==> config.mk <==
export PLATFORM = sky130hd
export DESIGN_NAME = iagc_init_sequencer
export DESIGN_NICKNAME = d
export VERILOG_FILES = /design/src/rtl/iagc_init_sequencer.sv
export SDC_FILE = /design/constraint.sdc
export NUM_CORES = 1
export LEC_CHECK = 0
export CORE_MARGIN = 2
export CORE_UTILIZATION = 55
export DETAILED_ROUTE_END_ITERATION = 10
export HOLD_SLACK_MARGIN = 0.1
export PLACE_DENSITY = 0.87
export SYNTH_ARGS = -nofsm -noshare
export SYNTH_HDL_FRONTEND = slang
export SYNTH_SLANG_ARGS = --single-unit
==> constraint.sdc <==
create_clock -name i_clock -period 5.5 [get_ports i_clock]
set_input_delay 0.825 -clock i_clock [delete_from_list [all_inputs] [get_ports i_clock]]
set_output_delay 0.825 -clock i_clock [all_outputs]
set_load 0.05 [all_outputs]
==> src/rtl/iagc_init_sequencer.sv <==
// -----------------------------------------------------------------------------
// iagc_init_sequencer
//   Power-up configuration sequencer for the IAGC front end. After a start
//   request it waits a settle delay. It then walks a config table, ADC words
//   first and DAC words after them. Each table word is pushed to a shared
//   serial config master as a valid/ready request. The master answers each
//   request with a one-cycle done or nack pulse. Nacked words are retried a
//   bounded number of times. A nack past the retry limit, or no answer within
//   the timeout window, aborts the sequence into ERROR. A new start request
//   restarts the sequence from index 0.
//
// Ports
//   i_clock        clock, rising edge
//   i_nReset       asynchronous active-low reset
//   i_start        start / restart request (honoured in IDLE and ERROR)
//   o_romAddr      config table index, driven during FETCH (0 otherwise)
//   i_romData      table word {addr[23:16], data[15:0]}, one cycle after addr
//   o_cfgValid     write request to config master
//   o_cfgTarget    0 = ADC, 1 = DAC
//   o_cfgAddr      register address
//   o_cfgData      register data
//   i_cfgReady     master accepts request
//   i_cfgDone      one-cycle write-complete pulse
//   i_cfgNack      one-cycle write-failed pulse
//   o_adcInitDone  all ADC words written (sticky)
//   o_dacInitDone  all DAC words written (sticky)
//   o_busy         sequence in progress
//   o_error        sequence aborted
// -----------------------------------------------------------------------------
module iagc_init_sequencer #(
    parameter int ADC_WORDS      = 4,
    parameter int DAC_WORDS      = 4,
    parameter int POWERUP_CYCLES = 1000,
    parameter int TIMEOUT_CYCLES = 4096,
    parameter int MAX_RETRIES    = 3
) (
    input  logic        i_clock,
    input  logic        i_nReset,
    input  logic        i_start,
    output logic [7:0]  o_romAddr,
    input  logic [23:0] i_romData,
    output logic        o_cfgValid,
    output logic        o_cfgTarget,
    output logic [7:0]  o_cfgAddr,
    output logic [15:0] o_cfgData,
    input  logic        i_cfgReady,
    input  logic        i_cfgDone,
    input  logic        i_cfgNack,
    output logic        o_adcInitDone,
    output logic        o_dacInitDone,
    output logic        o_busy,
    output logic        o_error
);

    typedef enum logic [3:0] {
        S_IDLE, S_POWERUP, S_FETCH, S_LATCH, S_ISSUE,
        S_WAIT, S_NEXT, S_DONE, S_ERROR
    } state_e;

    localparam logic [15:0] PWR_LOAD  = 16'(POWERUP_CYCLES - 1);
    localparam logic [15:0] TMO_LAST  = 16'(TIMEOUT_CYCLES - 1);
    localparam logic [7:0]  ADC_LAST  = 8'(ADC_WORDS - 1);
    localparam logic [7:0]  SEQ_LAST  = 8'(ADC_WORDS + DAC_WORDS - 1);
    localparam logic [8:0]  ADC_CNT   = 9'(ADC_WORDS);
    localparam logic [1:0]  RETRY_MAX = 2'(MAX_RETRIES);

    state_e      state_q, state_d;
    logic [7:0]  idx_q, idx_d;
    logic [1:0]  retry_q, retry_d;
    logic [15:0] dly_q, dly_d;
    logic [15:0] tmo_q, tmo_d;
    logic        tgt_q, tgt_d;
    logic [7:0]  addr_q, addr_d;
    logic [15:0] data_q, data_d;
    logic        adc_done_q, adc_done_d;
    logic        dac_done_q, dac_done_d;

    always_ff @(posedge i_clock or negedge i_nReset) begin
        if (!i_nReset) begin
            state_q    <= S_IDLE;
            idx_q      <= '0;
            retry_q    <= '0;
            dly_q      <= '0;
            tmo_q      <= '0;
            tgt_q      <= 1'b0;
            addr_q     <= '0;
            data_q     <= '0;
            adc_done_q <= 1'b0;
            dac_done_q <= 1'b0;
        end else begin
            state_q    <= state_d;
            idx_q      <= idx_d;
            retry_q    <= retry_d;
            dly_q      <= dly_d;
            tmo_q      <= tmo_d;
            tgt_q      <= tgt_d;
            addr_q     <= addr_d;
            data_q     <= data_d;
            adc_done_q <= adc_done_d;
            dac_done_q <= dac_done_d;
        end
    end

    always_comb begin
        state_d    = state_q;
        idx_d      = idx_q;
        retry_d    = retry_q;
        dly_d      = dly_q;
        tmo_d      = tmo_q;
        tgt_d      = tgt_q;
        addr_d     = addr_q;
        data_d     = data_q;
        adc_done_d = adc_done_q;
        dac_done_d = dac_done_q;

        case (state_q)
            // Start from IDLE and restart from ERROR share one path. Both
            // clear progress and flags, so a restart always replays from 0.
            S_IDLE, S_ERROR: begin
                if (i_start) begin
                    state_d    = S_POWERUP;
                    dly_d      = PWR_LOAD;
                    idx_d      = '0;
                    retry_d    = '0;
                    adc_done_d = 1'b0;
                    dac_done_d = 1'b0;
                end
            end
            S_POWERUP: begin
                if (dly_q == '0) state_d = S_FETCH;
                else             dly_d   = dly_q - 16'd1;
            end
            S_FETCH: state_d = S_LATCH;
            S_LATCH: begin
                addr_d  = i_romData[23:16];
                data_d  = i_romData[15:0];
                tgt_d   = ({1'b0, idx_q} >= ADC_CNT);
                state_d = S_ISSUE;
            end
            S_ISSUE: begin
                if (i_cfgReady) begin
                    tmo_d   = '0;
                    state_d = S_WAIT;
                end
            end
            S_WAIT: begin
                // A nack wins over a simultaneous done.
                if (i_cfgNack) begin
                    if (retry_q < RETRY_MAX) begin
                        retry_d = retry_q + 2'd1;
                        state_d = S_ISSUE;
                    end else begin
                        state_d = S_ERROR;
                    end
                end else if (i_cfgDone) begin
                    state_d = S_NEXT;
                end else if (tmo_q == TMO_LAST) begin
                    state_d = S_ERROR;
                end else begin
                    tmo_d = tmo_q + 16'd1;
                end
            end
            S_NEXT: begin
                retry_d = '0;
                if (idx_q == ADC_LAST) adc_done_d = 1'b1;
                if (idx_q == SEQ_LAST) begin
                    dac_done_d = 1'b1;
                    state_d    = S_DONE;
                end else begin
                    idx_d   = idx_q + 8'd1;
                    state_d = S_FETCH;
                end
            end
            S_DONE:  state_d = S_DONE;
            default: state_d = S_IDLE;
        endcase
    end

    assign o_romAddr     = (state_q == S_FETCH) ? idx_q : 8'd0;
    assign o_cfgValid    = (state_q == S_ISSUE);
    assign o_cfgTarget   = tgt_q;
    assign o_cfgAddr     = addr_q;
    assign o_cfgData     = data_q;
    assign o_adcInitDone = adc_done_q;
    assign o_dacInitDone = dac_done_q;
    assign o_busy        = (state_q == S_POWERUP) || (state_q == S_FETCH) ||
                           (state_q == S_LATCH)   || (state_q == S_ISSUE) ||
                           (state_q == S_WAIT)    || (state_q == S_NEXT);
    assign o_error       = (state_q == S_ERROR);

endmodule

==> impl_metrics.toml <==
[layout]
nFillCells = 490
diodes = 0
area_growth_pct = 24.6
drive_above_1_share_pct = 12.8
nNetsFinal = 475
final_cell_area_um2 = 4800

[timing]
setup_viol = 0
slew_violations = 0
slew_headroom_pct = 22.9
fin_crit_sh_pct = 63.0
fmax_mhz = 289
fin_skew_ns = 0.00893
worstMarginPinSlew_ns = 1.15
hold_viol = 0
tns_ns = 0
rsz0062_at_grt = "false"
period_needed_ns = 3.46
final.setup.worst_slack_ns = 2.04
whs_ns = 0.506

[logic_synthesis]
synth_fp_nets = 413
synth_seq_cells = 73
synth_seq_area_share_pct = 47.4
async_flop_share_pct = 100
yosys_warnings = 0
synth_cells = 378
ys_types = 57
yosysTopAreaCellShare_pct = 47.4
synth.area.top_cells = "dfrtp_1, mux2_2, mux2i_1"
synth.avg_cell_area_um2 = 10.2
ys.flop_type = "dfrtp_1"
synth_edf_count = 0
synth_area_leader_cell = "dfrtp_1"
syn_area_um2 = 3850

[clock_tree]
numCtsBuffers = 9
cts_setup_buffers = 0
cts_resized = 0
cts_sinks = 73
cts_root_buf = "clkbuf_8"
tritoncts = "yes"
clkTransAtPathRegs_ns = 0.08
htreeDepth = 3
hold_buffers = 0
cts.path.max_buffers = 2
clk-insertion-delay-late_ns = 0.34

[critical_path]
cp_max_fo = 16
crit_arrival_ns = 2.64
path_buf_inv = 1
cpMaxStageDelayCell = "clkdlybuf4s50_1"
worstPathRequired_ns = 4.68
endpoint_kind = "output pin"
cpPeakStageDelay_ns = 0.80
cp_top_family = "simple AND/OR/NAND/NOR gates"
path_cells = "nand2b_1 > nor3_1 > and2_1 > clkdlybuf4s50_1"
start_kind = "flop"
path_class = "reg -> out"

[status]
status = "finished clean"

[floorplanning]
die_w_um = 87.7
fp.dieH_um = 87.7
ioPinCount = 68
dieArea_um2 = 7690
start_util_pct = 56.7
rows = 30
core_um2 = 6790

[place]
place_ws_ns = 2.46
dpl.hpwl_um = 6430
place_congestion = 0.894
place_area_um2 = 4580
io_buffers = 67

[power_and_ir_drop]
ir_drop_mv = 0.489
power-per-cell-area_nw_per_um2 = 546
p_leak_nw = 1.91

[grt]
grtUsageTotal_pct = 25.5
grt_overflow_total = 0
grt_pass1_vias = 3186
grt_pass1_wl_um = 15400
antenna_found_initial = 0
grt_max_degree = 74

[routing]
drt-total-wl_um = 9160
vias = 3266
drt_pass1_iterations = 5
post-route-drc-count = 0
drt-initial-drc-count = 205
wl_per_cell_um = 16.9
vias_per_cell = 6.04
postRouteAntennaNets = 0

[run]
cap_violations = 0

[min_path]
min_path_type = "reg -> reg"
-- cell usage in the layout (no fill, tap or decap), types with 3 or more instances in the layout --
cell	n
nor2_1	18
or3_1	4
o21ai_1	3
a22o_1	3
or4_1	6
nor4b_1	3
ha_1	5
and3_1	5
and4_1	4
mux2_2	25
nand2b_1	8
a21oi_1	11
clkbuf_8	9
nand3_1	24
inv_1	13
nand2_1	23
nor4_1	13
nor3_1	13
a31oi_1	16
clkdlybuf4s50_1	66
o211ai_1	3
nor2b_1	4
mux2i_1	12
or2_2	3
o21ai_0	9
and2_1	11
dfrtp_1	73
nand4_1	10
-- metrics by stage --
stage               power (W)  utilization (%)  std cells
detailed placement    0.00215             67.4        525
finish                0.00262             70.7        541
global placement      0.00210             67.4        525
floorplan             0.00175                -        378
CTS                   0.00263             70.7        541
global route          0.00276             70.7        541
-- logic make-up (layout without fill, tap and decap cells) --
| logic type | after synthesis | after routing | synth area share, % |
|---|---|---|---|
| DFF | 73 | 73 | 47.4 |
| and+or+nand+nor | 163 | 163 | 24.9 |
| buffers and inverters | 30 | 97 | 3.28 |
| adders and majority gates | 5 | 5 | 1.62 |
| AOI/OAI and AO/OA | 69 | 69 | 12.1 |
| xor gates and xnor gates | 1 | 1 | 0.227 |
| muxes | 37 | 37 | 10.4 |
-- Yosys cell counts, types with 5 or more instances --
master,number
buf_2,5
nand3_1,24
nor4_1,13
nand2b_1,8
nand2_1,23
a31oi_1,16
and3_1,5
dfrtp_1,73
mux2_2,25
a21oi_1,11
or4_1,6
ha_1,5
inv_1,13
nor2_1,18
and2_1,11
mux2i_1,12
clkbuf_1,11
nor3_1,13
o21ai_0,9
nand4_1,10
-- sequential cells by signal (all words and copies together), names as in the netlist --
name / count
o_cfgData: 16
state_q: 4
o_cfgAddr: 8
o_dacInitDone: 1
dly_q: 16
idx_q: 8
o_adcInitDone: 1
o_cfgTarget: 1
tmo_q: 16
retry_q: 2
-- power by group --
part | switching [W] | total (W) | internal, W
Sequential | 0.000191 | 0.000908 | 0.000717
Combinational | 0.000764 | 0.00124 | 0.000473
Clock | 0.000218 | 0.000477 | 0.000259
Total | 0.00117 | 0.00262 | 0.00145
-- routing by layer --
metal	track usage (%)	routed length, µm	vias to the layer above
li1	-	-	1546
met1	33.6	3810	1614
met2	41.9	4750	98
met3	6.88	525	8
met4	6.57	77	0
met5	0	0	-
-- worst paths after layout --
path	start	to	slack, ns	depth (start not counted)
worst max-delay path	state_q[0]$_DFFE_PN0P_	o_romAddr[2]	2.04	4
worst min-delay path	dly_q[12]$_DFFE_PN0P_	dly_q[12]$_DFFE_PN0P_	0.51	1
worst min register to register	dly_q[12]$_DFFE_PN0P_	dly_q[12]$_DFFE_PN0P_	0.51	1
worst max register to register	state_q[2]$_DFFE_PN0P_	tmo_q[9]$_DFFE_PN0P_	2.97	4
min in group asynchronous	i_nReset	dly_q[12]$_DFFE_PN0P_	0.68	2
max in group asynchronous	i_nReset	tmo_q[15]$_DFFE_PN0P_	4.21	2
-- cell type report --
cell class	count	area (µm²)	area share, %
clock inverter	7	101	2.11
inverter	13	48.8	1.02
sequential	73	1830	38.0
multi-input combinational	275	1910	39.7
tap	96	120	2.50
clock buffer	9	124	2.58
timing repair buffer	68	673	14.0
Note: power is estimated with default switching activity, not from simulation.
